===== config.mk =====
export PLATFORM = sky130hd
export DESIGN_NAME = pwm_capture
export DESIGN_NICKNAME = d
export VERILOG_FILES = /design/src/rtl/pwm_pkg.sv /design/src/rtl/sync_edge.sv /design/src/rtl/pwm_capture.sv
export SDC_FILE = /design/constraint.sdc
export NUM_CORES = 1
export LEC_CHECK = 0
export CORE_MARGIN = 3
export CORE_UTILIZATION = 45
export CTS_CLUSTER_DIAMETER = 120
export CTS_CLUSTER_SIZE = 40
export DETAILED_ROUTE_END_ITERATION = 10
export GPL_TIMING_DRIVEN = 0
export PLACE_DENSITY = 0.66
export SYNTH_ARGS = -nofsm -noshare
export SYNTH_HDL_FRONTEND = slang
export SYNTH_SLANG_ARGS = --single-unit

===== constraint.sdc =====
create_clock -name clk -period 1.72 [get_ports clk]
set_input_delay 0.344 -clock clk [delete_from_list [all_inputs] [get_ports clk]]
set_output_delay 0.344 -clock clk [all_outputs]
set_load 0.005 [all_outputs]

===== src/rtl/pwm_pkg.sv =====
// Shared PWM definitions: readback select encoding (common with the generator)
// and the capture FSM state encoding.
package pwm_pkg;

    typedef enum logic [1:0] {
        SEL_STATUS = 2'b00,
        SEL_CMP    = 2'b01,
        SEL_TOP    = 2'b10,
        SEL_CNT    = 2'b11
    } sel_t;

    typedef enum logic [1:0] {
        CAP_IDLE = 2'b00,
        CAP_HIGH = 2'b01,
        CAP_LOW  = 2'b10
    } cap_state_t;

endpackage


===== src/rtl/sync_edge.sv =====
// Multi-stage synchronizer for an asynchronous pin with single-cycle
// rise/fall pulses derived from the synchronized level.
module sync_edge #(
    parameter int SYNC_STAGES = 2
) (
    input  logic clk,
    input  logic rst,
    input  logic async_i,
    output logic level_o,
    output logic rise_o,
    output logic fall_o
);

    logic [SYNC_STAGES-1:0] sync_q;
    logic                   prev_q;

    always_ff @(posedge clk) begin
        if (rst) begin
            sync_q <= '0;
            prev_q <= 1'b0;
        end else begin
            sync_q <= {sync_q[SYNC_STAGES-2:0], async_i};
            prev_q <= sync_q[SYNC_STAGES-1];
        end
    end

    assign level_o = sync_q[SYNC_STAGES-1];
    assign rise_o  = level_o & ~prev_q;
    assign fall_o  = ~level_o & prev_q;

endmodule


===== src/rtl/pwm_capture.sv =====
// Measures an incoming PWM waveform and reports high time / period in the
// generator's register encoding (cmp = high-1, top = period-1).
module pwm_capture
    import pwm_pkg::*;
#(
    parameter int W           = 16,
    parameter int SYNC_STAGES = 2
) (
    input  logic         clk,
    input  logic         rst,
    input  logic         pwm_in,
    input  logic [1:0]   sel,
    output logic [W-1:0] q,
    output logic         valid,
    output logic         stuck,
    output logic         level
);

    localparam logic [W-1:0] CNT_MAX = '1;
    localparam logic [W-1:0] CNT_ONE = {{(W-1){1'b0}}, 1'b1};

    logic         rise, fall, stall;
    logic [W-1:0] cnt_q, cnt_d;
    logic [W-1:0] cmp_m_q, top_m_q, hi_shadow_q;
    logic [W-1:0] q_q, q_d;
    logic         valid_q, stuck_q, have_meas_q;
    cap_state_t   state_q;

    sync_edge #(
        .SYNC_STAGES(SYNC_STAGES)
    ) u_sync_edge (
        .clk     (clk),
        .rst     (rst),
        .async_i (pwm_in),
        .level_o (level),
        .rise_o  (rise),
        .fall_o  (fall)
    );

    // Saturating counter restarted on every rise so cnt reads H-1 at fall, P-1 at rise.
    always_comb begin
        cnt_d = cnt_q;
        if (rise) begin
            cnt_d = '0;
        end else if (cnt_q != CNT_MAX) begin
            cnt_d = cnt_q + CNT_ONE;
        end
    end

    assign stall = (cnt_q == CNT_MAX) && !rise && !fall;

    always_comb begin
        q_d = '0;
        case (sel_t'(sel))
            SEL_STATUS: q_d = {{(W-3){1'b0}}, level, stuck_q, have_meas_q};
            SEL_CMP:    q_d = cmp_m_q;
            SEL_TOP:    q_d = top_m_q;
            SEL_CNT:    q_d = cnt_q;
        endcase
    end

    always_ff @(posedge clk) begin
        if (rst) begin
            cnt_q       <= '0;
            cmp_m_q     <= '0;
            top_m_q     <= '0;
            hi_shadow_q <= '0;
            q_q         <= '0;
            valid_q     <= 1'b0;
            stuck_q     <= 1'b0;
            have_meas_q <= 1'b0;
            state_q     <= CAP_IDLE;
        end else begin
            cnt_q   <= cnt_d;
            q_q     <= q_d;
            valid_q <= 1'b0;
            if (stall) begin
                // Period too long to represent: drop to IDLE, keep last measurement.
                state_q <= CAP_IDLE;
                stuck_q <= 1'b1;
            end else begin
                case (state_q)
                    CAP_IDLE: begin
                        if (rise) begin
                            state_q <= CAP_HIGH;
                            stuck_q <= 1'b0;
                        end
                    end
                    CAP_HIGH: begin
                        if (fall) begin
                            state_q     <= CAP_LOW;
                            hi_shadow_q <= cnt_q;
                        end
                    end
                    CAP_LOW: begin
                        if (rise) begin
                            state_q     <= CAP_HIGH;
                            cmp_m_q     <= hi_shadow_q;
                            top_m_q     <= cnt_q;
                            valid_q     <= 1'b1;
                            have_meas_q <= 1'b1;
                        end
                    end
                    default: state_q <= CAP_IDLE;
                endcase
            end
        end
    end

    assign q     = q_q;
    assign valid = valid_q;
    assign stuck = stuck_q;

endmodule

==> results of run 1 <==
critical path, stage by stage, from the launching register on:
cell	delay, ns
dfxtp_4	0.39
ha_4	0.18
and4_4	0.21
and3_1	0.20
or4_1	0.50
a21oi_2	0.15
power by group through the flow:
stage	Sequential [W]	Clock (W)	Combinational [W]
detailed placement	0.00211	0	0.000125
CTS	0.00207	0.00160	0.000127
global route	0.00207	0.00167	0.000153
floorplan	0.00211	0	0.0000811
global placement	0.00211	0	0.000124
finish	0.00206	0.00158	0.000142
cell families after synthesis:
| group | count (synthesis) | share of synthesized area |
|---|---|---|
| simple gates | 175 | 0.229 |
| compound gates | 92 | 0.149 |
| flops | 88 | 0.499 |
| buf+inv | 31 | 0.0514 |
| mux | 18 | 0.0663 |
| xor+xnor | 1 | 0.00248 |
| fa+ha+maj | 1 | 0.00354 |
per-layer routing:
metal  vias up  share of wire  track usage
met4         0          0.030        0.112
li1       1478              -            -
met1      1416           0.46        0.272
met5         -              0            0
met2        89           0.47        0.319
met3        20          0.039       0.0351
synth_stat cells (all sizes together):
master / n
nand2b: 2
nand2: 106
o41ai: 1
mux4: 3
clkbuf: 16
o21ai: 7
and4: 6
nand3: 8
mux2i: 2
or4: 4
dfxtp: 88
or3: 6
or2b: 1
a2111oi: 1
ha: 1
or3b: 1
buf: 14
a31oi: 4
and2: 3
inv: 1
o31ai: 4
nand4: 4
o211ai: 2
nor2b: 8
a21oi: 59
o311ai: 1
a22oi: 13
and3: 4
mux2: 13
nor2: 21
xnor2: 1
nor3b: 1
cell type report:
class,instances,area (um^2)
buffer,29,180
clock buffer,10,128
clock inverter,6,90.1
fill,687,3260
inverter,1,3.75
multi-input combinational,287,1630
sequential,88,1770
tap,99,124
timing repair buffer,28,263
flip-flops by register name, indices dropped and copies added, names as in the netlist:
| register | count |
|---|---|
| valid | 1 |
| u_sync_edge.sync_q | 2 |
| top_m_q | 16 |
| stuck | 1 |
| have_meas_q | 1 |
| hi_shadow_q | 16 |
| cnt_q | 16 |
| cmp_m_q | 16 |
| q | 16 |
| state_q | 2 |
| u_sync_edge.prev_q | 1 |
worst max-delay path by stage:
stage                                     startpoint                          end  slack (ns)  depth (start not counted)
global route                                     rst              q[1]$_SDFF_PP0_       -0.01                          4
finish                         cnt_q[1]$_SDFFE_PP0P_       cnt_q[13]$_SDFFE_PP0P_        0.04                          5
floorplan                      cnt_q[0]$_SDFFE_PP0P_        cnt_q[5]$_SDFFE_PP0P_       0.007                          6
CTS                 u_sync_edge.sync_q[1]$_SDFF_PP0_  hi_shadow_q[6]$_SDFFE_PP0P_       0.002                          5
global placement                                 rst              q[6]$_SDFF_PP0_       -0.37                          4
detailed placement                               rst              q[6]$_SDFF_PP0_       -0.40                          4
timing repair:
action                     4_1_cts  5_1_grt
pin swaps                        1        1
gates resized for setup          9       18
setup endpoints to repair       56       46
setup buffers                    2        5
per-stage QoR:
step | instance area (um^2) | total power (W)
3_3_place_gp | 3860 | 0.00224
5_1_grt | 4190 | 0.00389
6_report | 4190 | 0.00378
3_5_place_dp | 3860 | 0.00224
4_1_cts | 4110 | 0.00379
2_1_floorplan | 3530 | 0.00219
==> impl_summary.md, run 1 <==
Power
The share of total power dissipated in combinational logic is 0.037. The internal power of the cells is 0.00293 W. The register share of total power is 0.545. The switching fraction of total power is 0.227.

The static leakage is 1.44 nW. The worst IR drop on VDD is 0.544 mV. The total power divided by cell area is 903 mW/mm^2.

The analysis attributes to net switching a power of 0.000858 W. Of the total power, the clock network draws 0.417.

Critical path
Counting cells, the worst reg-to-reg path comes to 5. The critical path is of the flop to flop type. STA classifies the critical path startpoint as a flop. At the worst endpoint, the required time is 2.02 ns. The worst setup path is captured at a flop. The worst endpoint data arrival time is 1.98 ns. Along the worst path, the maximum fanout reaches 8. Setup slack on the worst reg-to-reg path comes out at 0.04 ns.

The worst register-to-register path ends at cnt_q[13]$_SDFFE_PP0P_. The worst register-to-register path begins at cnt_q[1]$_SDFFE_PP0P_.

Detailed routing
The count of TritonRoute iterations in the first routing pass is 4. In the routed layout, each cell is associated on average with a via count of 5.48. The detailed router's first-iteration violation count is 197. The number of DRC violations after detailed routing is 0. In the final routed layout, each cell accounts on average for 15.8 um. Detailed routing inserted a total of 3003 vias. Once detail routing completed, the nets flagged for antenna violations numbered 0. Wires add up to 8.66 mm.

Place
At the end of routability-driven placement, the weighted congestion stood at 0.826. The count of placed standard cells including taps is 526. The post-placement worst setup slack is -0.399 ns. Port buffering added 21 buffers. The detailed placer's ending HPWL is 5.69 mm.

CTS
The cell sitting at the root of the clock tree is a clkbuf_8. The H-tree generated during clock tree synthesis spans 3 levels. The quantity of hold-fixing buffers added after cts is 0.

The register clock-pin slew on the reported worst setup and hold paths is 0.09 ns. The worst-case clock buffer depth is 2. The CTS buffer count is 9.

The clock reaches the later pin of the worst-skew pair after 0.36 ns. TritonCTS built the clock tree. The clock drives 88 sinks.

Synth
The share of the Yosys chip area taken by registers is 0.499. The cell count after synthesis came out at 406. Summed over all instances, the cell type with the most area after synthesis is dfxtp_1.

Synthesis produced a netlist with a net count of 412. The synthesized netlist contains 38 unique library cells. After synthesis, the mean cell area works out to 8.69 um^2. The synthesis warning total is 0. The number of synthesized register bits is 88.

The area of the mapped netlist is 0.00353 mm^2. Yosys attributes the largest share of cell area to dfxtp_1 50%, nand2_1 11%, a21oi_1 8.4%. The area share of the largest cell type after synthesis is 0.499.

Run status
The run finished with clean final reports.

STA
The count of endpoints failing hold in the final timing report is 0. The final cycle utilization of the critical path is 0.977. Setup violations remaining at the end of the flow were counted as 0. The worst slew margin relative to its limit is 0.633. The number of max-slew violations in the final report is 0. The highest attainable clock frequency is 595 MHz.

The clock arrives with 0.00837 ns of skew. The setup slack of the critical path after layout is 0.0401 ns. The sum of negative setup slack is 0 ns. On the final layout, the worst hold slack is 0.445 ns.

The measured slew at the worst slew-check pin is 0.550 ns. The clock period could shrink to 1.68 ns.

Layout
Measured on the finished design, the core utilization comes to 0.562. The share of cells above drive strength 1 is 0.174. The library cell used most frequently in the layout, excluding fill and tap cells, is nand2_1.

The number of standard cells in the final layout excluding fillers is 548. The top cell types in the final layout, fill and taps aside, are 105 x nand2_1, 82 x dfxtp_1, 58 x a21oi_1. The count of inserted antenna diode cells is 0. The net count of the finished layout is 450. The post-synthesis to final-layout area growth is 18.6%.

Min path
The startpoint identified for the worst hold timing path is u_sync_edge.sync_q[0]$_SDFF_PP0_. The tightest min-delay check is of the flop to flop type. Along the worst hold path, the cell count comes to 1.

For hold timing, the worst endpoint is u_sync_edge.sync_q[1]$_SDFF_PP0_.

Floorplanning
The die boundary width is 94.6 um. The die footprint is 0.00894 mm^2. The core area is 0.00745 mm^2. The count of pins on the block boundary is 24. The total number of placement rows is 31. Measured along the y axis, the die boundary spans 94.6 um. The initial utilization of the core area, before any placement, comes to 0.474.

Global route
The initial antenna violation count is 0. After global routing the overflow that remains totals 0. The largest net degree at the start of global routing is 16. The number of global-route vias before repair came to 2755.

The first global-routing pass estimated 14.0 mm of wire. For this run, the total global-route usage over all layers was measured as 0.205.

Job
Across the run, the number of max-cap violations was 0.
No activity file was read; power rests on OpenSTA's default activity.
==> run 2, diff against run 1 <==
==> constraint.sdc (replaced) <==
create_clock -name clk -period 1.72 [get_ports clk]
set_input_delay 0.344 -clock clk [delete_from_list [all_inputs] [get_ports clk]]
set_output_delay 0.344 -clock clk [all_outputs]
set_load 0.1 [all_outputs]
==> impl_summary.md, run 2 (same netlist as run 1, synthesis figures left out) <==
Critical path
Critical-path cell list: clkdlybuf4s15_2 (was ha_4 -> and4_4 -> and3_1 -> or4_1 -> a21oi_2). The kind of end point of the critical path is a primary output (was flop). The buffers plus inverters on the worst setup path was 1 (was 0). The nature of the critical path startpoint is a flop (unchanged). The required arrival time at the worst endpoint is 1.38 ns (was 2.02 ns). The top fanout value on the critical path is 3 (was 8). The critical path's largest stage delay was 0.57 ns (was 0.50 ns). The top cell family by delay on the critical path is buffers and inverters (was simple AND/OR/NAND/NOR gates).

The library cell contributing the largest single delay on the critical path is clkdlybuf4s15_2 (was or4_1). The type of the worst setup path is flop to primary output (was flop to flop). The worst endpoint data arrival time is 1.31 ns (was 1.98 ns).

STA
The highest attainable clock frequency is 605 MHz (was 595 MHz). Setup repair after global routing could not meet its margin everywhere. The total setup violations reported at the end of the flow was 0 (unchanged). The number of max-slew violations in the final report is 0 (unchanged). The final period demand of the worst path was 1.65 ns (was 1.68 ns).

The worst clock skew on the final layout is 0.0108 ns (was 0.00837 ns). The sum of negative setup slack came to 0 ns (unchanged). The final cycle utilization of the critical path came to 0.961 (was 0.977). The worst slew margin relative to its limit came to 0.617 (was 0.633).

The count of endpoints failing hold in the final timing report is 0 (unchanged). The measured slew at the worst slew-check pin is 0.575 ns (was 0.550 ns).

CTS
The quantity of hold-fixing buffers added after cts is 0 (unchanged). The CTS tree is done (unchanged). The clock net sink count is 88 (unchanged). The clock root buffer master was clkbuf_8 (unchanged).

The CTS buffer count came to 9 (unchanged). The register clock-pin slew on the reported worst setup and hold paths is 0.09 ns (about the same). The worst-case clock buffer depth is 2 (unchanged).

The clock latency on the worst-skew pair came to 0.36 ns (about the same). The number of H-tree branching levels is 3 (unchanged).

Layout
The number of inserted filler cells in the final layout is 673 (was 687). The share of cells above drive strength 1 is 0.218 (was 0.174). The post-synthesis to final-layout area growth is 18.6% (unchanged). Top library cells by usage in the layout, fill and taps aside: 105 x nand2_1, 80 x dfxtp_1, 59 x a21oi_1 (was 105 x nand2_1, 82 x dfxtp_1, 58 x a21oi_1). The final net count is 450 (unchanged).

The count of inserted antenna diode cells was 0 (unchanged). The utilization after layout was 0.562 (unchanged). The most common cell after layout, fill and taps aside was nand2_1 (unchanged).

Power
The share of total power in the clock network was 0.389 (was 0.417). The total design power is 0.00364 W (was 0.00378 W). The register share of total power is 0.565 (was 0.545). The switching fraction of total power came to 0.249 (was 0.227). The total power divided by cell area was 870 mW/mm^2 (was 903 mW/mm^2). The switching power summed over all nets was 0.000906 W (was 0.000858 W). The static leakage was 1.44 nW (about the same).

The worst IR drop on VDD is 0.432 mV (was 0.544 mV). The internal power of the cells is 0.00274 W (was 0.00293 W). The part of the power in combinational logic is 0.046 (was 0.037).

Global route
The global-route total usage across every layer is 0.203 (was 0.205). The largest net degree at the start of global routing is 17 (was 16). The initial antenna violation count was 0 (unchanged).

The number of global-route vias before repair came to 2900 (was 2755). The global-route wire length before repair is 14.0 mm (about the same). The global route total overflow is 0 (unchanged).

Detailed routing
The remaining antenna violation count after routing is 0 (unchanged). The number of DRC violations after detailed routing came to 0 (unchanged). The detailed-route wire length per cell was 15.9 um (was 15.8 um). The aggregate routed wire length came to 8.71 mm (was 8.66 mm). The count of TritonRoute iterations in the first routing pass was 5 (was 4). The number of vias in the routed layout was 2992 (was 3003).

The detailed router's first-iteration violation count is 120 (was 197). The ratio of routed vias to standard cells was 5.46 (was 5.48).

Place
The count of port buffers added during placement is 21 (unchanged). The final weighted congestion of routability-driven global placement is 0.819 (was 0.826). The detailed placer's ending HPWL was 5.71 mm (was 5.69 mm).

Floorplanning
The die footprint was 0.00894 mm^2 (unchanged). The die boundary width came to 94.6 um (unchanged). The initial cell density of the core came to 0.474 (unchanged). The total number of placement rows is 31 (unchanged). The core area is 0.00745 mm^2 (unchanged).

The chip height came to 94.6 um (unchanged). The count of pins on the block boundary is 24 (unchanged).

Run status
Outcome: completed (unchanged).

Job
The number of maximum-capacitance violations came to 0 (unchanged).

Min path
The path type of the worst min-delay path is flop to flop (unchanged).
-- run 2: cell types whose count changed in the layout (fill, tap and decap cells not counted), sizes merged --
cell,before,now
clkdlybuf4s15,0,19
bufinv,2,0
clkdlybuf4s50,21,2
inv,3,4
clkbuf,25,26
-- run 2: path summary, 6_finish.rpt --
kind / from / endpoint / slack, ns / cells after the start
setup / recovery: stuck$_SDFFE_PP0P_ / stuck / 0.07 / 1
hold / removal: u_sync_edge.sync_q[0]$_SDFF_PP0_ / u_sync_edge.sync_q[1]$_SDFF_PP0_ / 0.44 / 1
setup reg to reg: cnt_q[1]$_SDFFE_PP0P_ / cnt_q[5]$_SDFFE_PP0P_ / 0.08 / 6
hold reg to reg: u_sync_edge.sync_q[0]$_SDFF_PP0_ / u_sync_edge.sync_q[1]$_SDFF_PP0_ / 0.44 / 1
-- run 2: repair_timing --
| item | in CTS | in global routing |
|---|---|---|
| endpoints found under the hold margin | 0 | 0 |
| setup buffers | 1 | 6 |
| resized for setup | 67 | 17 |
| pin swaps | 0 | 2 |
| setup endpoints to repair | 66 | 46 |
-- run 2: per-layer routing --
| layer | wire, um | vias to the layer above | GRT usage |
|---|---|---|---|
| li1 | - | 1472 | - |
| met1 | 3840 | 1414 | 0.259 |
| met2 | 4190 | 89 | 0.338 |
| met3 | 476 | 17 | 0.0279 |
| met4 | 199 | 0 | 0.101 |
| met5 | 0 | - | 0 |
-- run 2: metrics by stage --
step                setup slack [ns]  instance area [um^2]  std cells  hold slack [ns]
finish                        0.0675                  4190        548            0.444
global route                 -0.0120                  4190        548            0.449
CTS                          0.00541                  4120        542            0.444
detailed placement            -0.363                  3870        526            0.428
global placement              -0.363                  3870        526            0.418
floorplan                    0.00682                  3530        406            0.412
-- run 2: area by class of cell --
| class | instances | area [um^2] | share of cell area |
|---|---|---|---|
| buffer | 29 | 180 | 0.0430 |
| tap | 99 | 124 | 0.0296 |
| multi-input combinational | 287 | 1620 | 0.386 |
| sequential | 88 | 1780 | 0.425 |
| clock inverter | 5 | 45.0 | 0.0108 |
| inverter | 1 | 3.75 | 0.000896 |
| clock buffer | 11 | 153 | 0.0365 |
| timing repair buffer | 28 | 287 | 0.0684 |
-- run 2: power groups by stage --
stage / sequential (W) / clock [W] / combinational [W]
CTS: 0.00206 / 0.00145 / 0.000151
detailed placement: 0.00211 / 0 / 0.000142
floorplan: 0.00212 / 0 / 0.0000811
global route: 0.00206 / 0.00151 / 0.000177
global placement: 0.00211 / 0 / 0.000141
finish: 0.00206 / 0.00142 / 0.000166
